--- config.mk ---
export PLATFORM = sky130hd
export DESIGN_NAME = ln_subtract_block
export DESIGN_NICKNAME = d
export VERILOG_FILES = /design/src/rtl/ln_subtract_block.sv
export SDC_FILE = /design/constraint.sdc
export NUM_CORES = 1
export LEC_CHECK = 0
export ABC_AREA = 1
export CORE_MARGIN = 2
export CORE_UTILIZATION = 54
export DETAILED_ROUTE_END_ITERATION = 6
export PLACE_DENSITY = 0.83
export SYNTH_ARGS = -nofsm -noshare
export SYNTH_HDL_FRONTEND = slang
export SYNTH_SLANG_ARGS = --single-unit
export TNS_END_PERCENT = 100
--- constraint.sdc ---
create_clock -name clock_i -period 3.6 [get_ports clock_i]
set_input_delay 0.36 -clock clock_i [delete_from_list [all_inputs] [get_ports clock_i]]
set_output_delay 0.36 -clock clock_i [all_outputs]
set_load 0.02 [all_outputs]
--- src/rtl/ln_subtract_block.sv ---
// Log-softmax output stage: buffers one frame of (x - max) samples,
// then drains them minus ln(sum exp) with signed saturation.
module ln_subtract_block #(
  parameter int data_size      = 32,
  parameter int number_of_data = 10
) (
  input  logic                 clock_i,
  input  logic                 reset_n_i,
  input  logic [data_size-1:0] sub_data_i,
  input  logic                 sub_data_valid_i,
  input  logic [data_size-1:0] ln_data_i,
  input  logic                 ln_data_valid_i,
  output logic [data_size-1:0] norm_data_o,
  output logic                 norm_data_valid_o,
  output logic                 norm_done_o,
  output logic                 busy_o,
  output logic                 drop_o
);

  localparam int pw =
    (number_of_data > 1) ? $clog2(number_of_data) : 1;
  localparam logic [pw-1:0] last_idx =
    pw'(number_of_data - 1);
  localparam logic [data_size-1:0] max_pos =
    {1'b0, {(data_size-1){1'b1}}};
  localparam logic [data_size-1:0] min_neg =
    {1'b1, {(data_size-1){1'b0}}};

  typedef enum logic [1:0] {
    IDLE,
    FILL,
    WAIT_LN,
    DRAIN
  } state_t;

  state_t state, state_nxt;

  logic [data_size-1:0] buffer [number_of_data];
  logic [pw-1:0]        wr_ptr;
  logic [pw-1:0]        rd_ptr;
  logic                 ln_held;
  logic [data_size-1:0] ln_reg;

  logic                 wr_en;
  logic                 ln_cap;
  logic                 ln_early;
  logic                 drop;
  logic                 rd_last;
  logic [data_size-1:0] rd_data;
  logic signed [data_size:0] diff;
  logic [data_size-1:0] sat;

  assign rd_data = buffer[rd_ptr];
  assign rd_last = (rd_ptr == last_idx);
  assign diff =
    $signed({rd_data[data_size-1], rd_data}) -
    $signed({ln_reg[data_size-1], ln_reg});

  // Top two bits of the widened difference disagree only on overflow.
  always_comb begin
    sat = diff[data_size-1:0];
    unique case (1'b1)
      diff[data_size] & ~diff[data_size-1]: sat = min_neg;
      ~diff[data_size] & diff[data_size-1]: sat = max_pos;
      default: ;
    endcase
  end

  always_comb begin
    state_nxt = state;
    wr_en     = 1'b0;
    ln_cap    = 1'b0;
    ln_early  = 1'b0;
    drop      = 1'b0;
    unique case (state)
      IDLE: begin
        if (sub_data_valid_i) begin
          wr_en     = 1'b1;
          state_nxt = FILL;
        end
      end
      FILL: begin
        wr_en    = sub_data_valid_i;
        ln_cap   = ln_data_valid_i;
        ln_early = ln_data_valid_i;
        if (sub_data_valid_i && wr_ptr == last_idx) begin
          if (ln_held || ln_data_valid_i)
            state_nxt = DRAIN;
          else
            state_nxt = WAIT_LN;
        end
      end
      WAIT_LN: begin
        drop   = sub_data_valid_i;
        ln_cap = ln_data_valid_i;
        if (ln_data_valid_i)
          state_nxt = DRAIN;
      end
      DRAIN: begin
        drop = sub_data_valid_i;
        if (rd_last)
          state_nxt = IDLE;
      end
      default: state_nxt = IDLE;
    endcase
  end

  always_ff @(posedge clock_i) begin
    if (wr_en)
      buffer[wr_ptr] <= sub_data_i;
  end

  always_ff @(posedge clock_i) begin
    if (!reset_n_i) begin
      state             <= IDLE;
      wr_ptr            <= '0;
      rd_ptr            <= '0;
      ln_held           <= 1'b0;
      ln_reg            <= '0;
      norm_data_o       <= '0;
      norm_data_valid_o <= 1'b0;
      norm_done_o       <= 1'b0;
      busy_o            <= 1'b0;
      drop_o            <= 1'b0;
    end else begin
      state             <= state_nxt;
      busy_o            <= (state_nxt != IDLE);
      drop_o            <= drop;
      norm_data_valid_o <= (state == DRAIN);
      norm_done_o       <= (state == DRAIN) && rd_last;
      if (wr_en)
        wr_ptr <= wr_ptr + pw'(1);
      if (ln_cap)
        ln_reg <= ln_data_i;
      if (ln_early)
        ln_held <= 1'b1;
      if (state == DRAIN) begin
        norm_data_o <= sat;
        if (rd_last) begin
          rd_ptr  <= '0;
          wr_ptr  <= '0;
          ln_held <= 1'b0;
        end else begin
          rd_ptr <= rd_ptr + pw'(1);
        end
      end
    end
  end

endmodule

* Word level (Yosys, flattened, before mapping)
Memory sizes are Yosys's and may differ from the RTL's. A register that Yosys moved wholly into a read port is not among the register bits. Cells that the tools add are included.
Word-level totals: register bits 79, RAM bits 320, input bits 68, logic and storage cells 53, memories 1
Memories:
- buffer | depth 10, bits a word 32, read ports 1, clocked after Yosys merged registers in 1, wr ports 1, RTL line 38 | logic [data_size-1:0] buffer [number_of_data];
Operators by class: add/subtract/negate cells 3, eq/ne operators 5, mux-type cells 22, bitwise gates (word level) 4, reductions and logical operators 8
Operators by type and width (count):
- 32-bit one-hot mux with 2 select lines | 1
- 32-bit by 32-bit subtractor with 33-bit output | 1
- 4-bit two-way mux | 6
- 1-bit two-way mux | 9
- 4-bit by 1-bit adder with 4-bit output, second input constant | 2
- 4-bit == test, second input constant | 2
- 2-bit two-way mux | 4
- 2-bit one-hot mux with 4 select lines | 1
- 2-bit == test, second input constant | 2
- 2-bit OR reduction | 2
- 1-bit bitwise AND | 2
- 2-bit by 1-bit == test with 1-bit output, second input constant | 1
- 1-bit logical AND | 2
- 2-bit zero test | 1
- 1-bit NOT | 2
- 1-bit one-hot mux with 2 select lines | 1
- 2-bit AND reduction | 1
- 2-bit nonzero test | 1
- 1-bit logical OR | 1

* Logic depth before layout (Yosys ltp)
depth in word-level cells 5, depth in mapped cells 32

* Least setup slack after synthesis
Ideal clock, no wire load.
path kind flip-flop to flip-flop, start point register (tool-made name), end point register norm_data_o[1], setup time 116 ps, arrival time 3572 ps, slack -89 ps, cell stages (with the launch flop) 31, path buffers 5, clock period less this slack 3689 ps, cells stage by stage dfxtp_1 -> buf_6 -> buf_6 -> buf_2 -> o21ai_0 -> o211ai_1 -> o211ai_1 -> o21ai_1 -> inv_1 -> ha_1 -> inv_1 -> fa_1 -> nand3_1 -> nand3_2 -> nand2_1 -> nand2_2 -> nand2_2 -> nand2_4 -> nand2_2 -> nand3_1 -> and2_1 -> ha_1 -> clkbuf_1 -> inv_2 -> nand2_1 -> nand2_1 -> inv_2 -> buf_2 -> nand2_1 -> o211ai_1 -> inv_1
RTL lines:
- to (signal assigned) | RTL line 138 | norm_data_o <= sat;
- to (decl) | RTL line 13 | output logic [data_size-1:0] norm_data_o,

==> metrics.cfg <==
[grt]
grt_max_degree=63
grt_pass1_wl_um=78400
grt_pass1_vias=14300
overflow=0
antenna_found_initial=2
grt_use_total_pct=28.7

[die]
die_x_um=189
start_util_pct=54.8
num_io_pins=104
dieArea_mm2=0.0355
rows=67
core_mm2=0.0335
die-height_um=189

[drt]
wl_per_cell_um=21.8
drtIter0Drc=1567
vias_per_cell=5.79
totalWireLength_um=54400
drc=0
first_pass_iters=7
via_count=14400
ant_nets=0

[layout]
diodes=0
areaGrowthSynthToFinish_pct=30.9
largest_register_ffs=320
drive_gt1_share_pct=26.4
n_fill_cell=2108
multi_input_area_mm2=0.00656
final-seq-area_mm2=0.0113
finalNetCount=2123

[yosys]
synth-edff-count=320
ys_ff_latch=403
netlist_area_mm2=0.0184
netlist-cell-type-count=44
syn_nets=1797
syn_inst=1686
ys_seq_area_share_pct=61.3
yosys_warnings=0
yosysMostFrequentCell=edfxtp_1
synth_ff_type=edfxtp_1
yosys-top-cells-area=edfxtp_1 (52%), dfxtp_1 (9.0%), mux2i_1 (5.2%), o21ai_0 (5.0%), inv_1 (4.5%)
netlist.area_leader.share_pct=52.3
syn_avg_cell_area_um2=10.9
yosysTopAreaCell=edfxtp_1
synth.cells.most_frequent=edfxtp_1 (320), inv_1 (220), nand2_1 (217), o21ai_0 (183), a21oi_1 (145)
async_flop_share_pct=0

[sta]
tns_ns=-8.79
max_slew_margin_pct=23.8
rsz0062_at_grt=true
period_share_pct=110
clock.fmax_mhz=254
report.final.slew_viol_count=0
worst_slew_pin_slew_ns=1.14
fin_hold_ws_ns=0.453
finalCriticalPeriod_ns=3.94
finalSetupViolations=31
finalHoldViolCount=0
setup_ws_ns=-0.344
skew_ns=0.0338

[power]
power_density_mw_per_mm2=476
vdd_drop_max_v=0.000278
leakagePower_uw=0.00910

[placement]
dp_hpwl_um=31500
globalplace.congestion=0.939
pre_cts_ws_ns=-0.496
numPortBuffers=103

[critical_path]
setup.worst_path.start_class=register
critPathKind=register to register
end_kind=register
r2r.worst_path.cells=25
cp.arrival_ns=4.37
rrSetupSlack_ns=-0.34
r2r-end=norm_data_o[9]$_SDFFE_PN0P_
worstPathMaxFanout=17
worstPathRequired_ns=4.03

[run_status]
violations=setup timing
status=complete, but fails checks

[clock_network]
clk_latency_ns=0.57
clockBufferDepth=3
clkTransAtPathRegs_ns=0.07
cts_inserted_buffers=40
clock_sinks=403
htree_levels=2
cts_hold_buffers=0
cts_root_buf=clkbuf_16
cts_tree=yes

[min_path]
hp-class=input pin to register
timing.hold.worst_path_depth=3
holdPathEnd=ln_reg[17]$_SDFFE_PN0P_
hp-start=ln_data_i[17]

[flow_run]
max_cap_violations=0

==> routing by layer <==
layer	GRT usage [%]	share of wire (%)
met1	35.8	38
met2	48.2	49
met3	5.53	9.2
met4	13.5	3.9
met5	0	0.042
==> worst max-delay path by stage <==
stage	startpoint	endpoint
2_1_floorplan	state[1]$_SDFF_PN0_	buffer[8][0]$_DFFE_PP_
3_3_place_gp	register	norm_data_o[11]$_SDFFE_PN0P_
3_5_place_dp	register	norm_data_o[13]$_SDFFE_PN0P_
4_1_cts	register	norm_data_o[12]$_SDFFE_PN0P_
5_1_grt	register	norm_data_o[0]$_SDFFE_PN0P_
6_report	register	norm_data_o[9]$_SDFFE_PN0P_
==> worst max-delay path, stage by stage (launching register included) <==
cell and delay (ns):
dfxtp_4 0.46, buf_12 0.16, buf_12 0.15, a21oi_1 0.09
o21ai_0 0.12, o21ai_0 0.18, o211ai_1 0.24, o21ai_2 0.12
ha_1 0.42, nand2_2 0.12, buf_4 0.16, nor3_2 0.16
nand2_2 0.10, nand2_4 0.10, nand2_4 0.06, nand2_2 0.07
nand2_2 0.06, and2_4 0.16, ha_4 0.28, inv_2 0.04
nand2_2 0.05, nand2_2 0.06, inv_4 0.10, buf_12 0.12
clkbuf_16 0.15, a21oi_2 0.06
==> metrics by stage <==
| step | instance area [um2] | power [uW] | std cells | util, % |
|---|---|---|---|---|
| final | 24100 | 11500 | 2491 | 71.7 |
| after global routing | 24100 | 11800 | 2491 | 71.7 |
| after CTS | 23600 | 11200 | 2473 | 70.3 |
| after detailed placement | 21200 | 7020 | 2347 | 63.2 |
| after global placement | 21200 | 6990 | 2347 | 63.2 |
| after floorplan | 18400 | 6190 | 1686 | - |
==> cells by family (layout without fill, tap and decap cells) <==
family,after synthesis,after routing,share of synthesized area (%)
flops,403,403,61.3
xor+xnor,3,3,0.143
fa+ha+maj,43,43,2.97
compound gates,429,429,13.0
buf+inv,309,666,7.01
mux,96,96,5.23
simple gates,403,403,10.3
==> cell type report <==
type	instances	area share, %
Timing Repair Buffer	358	14.4
Inverter	235	3.68
Sequential cell	403	46.9
Multi-Input combinational cell	974	27.3
Clock inverter	21	0.941
Tap cell	448	2.33
Clock buffer	52	4.48
==> report_power, final <==
part	internal, uW	switching [uW]	total [uW]
sequential	5140	40.7	5180
clock	2300	1850	4150
combinational	926	1200	2130
total	8370	3100	11500
==> layout by cell type (no fill, tap or decap), types with 4 or more instances in the layout <==
| master | count |
|---|---|
| buf_12 | 20 |
| nor2_4 | 9 |
| a21oi_1 | 119 |
| buf_16 | 6 |
| nor3_2 | 11 |
| nand3_1 | 43 |
| o21ai_2 | 26 |
| ha_4 | 18 |
| o21ai_1 | 39 |
| clkbuf_16 | 43 |
| nand2_1 | 195 |
| dfxtp_1 | 80 |
| nor2_1 | 41 |
| nand2_2 | 43 |
| inv_2 | 21 |
| or2_2 | 6 |
| inv_1 | 213 |
| o21ai_0 | 131 |
| nor2_2 | 7 |
| nand3_2 | 20 |
| nand3b_1 | 4 |
| clkdlybuf4s50_1 | 102 |
| clkinvlp_4 | 6 |
| nand4_1 | 5 |
| edfxtp_1 | 320 |
| clkinv_1 | 7 |
| mux2i_2 | 8 |
| ha_1 | 24 |
| o211ai_1 | 67 |
| nor3_1 | 4 |
| a21oi_2 | 33 |
| buf_4 | 209 |
| buf_6 | 14 |
| nand2_4 | 9 |
| a21oi_4 | 4 |
| clkbuf_1 | 10 |
| mux2i_1 | 86 |
==> repair_timing <==
action / CTS / global route
gates cloned: 8 / 2
endpoints found under the setup margin: 31 / 31
resized for setup: 144 / 91
pin swaps: 43 / 70
buffers inserted: 46 / 18
Note: power is estimated with default switching activity, not from simulation.
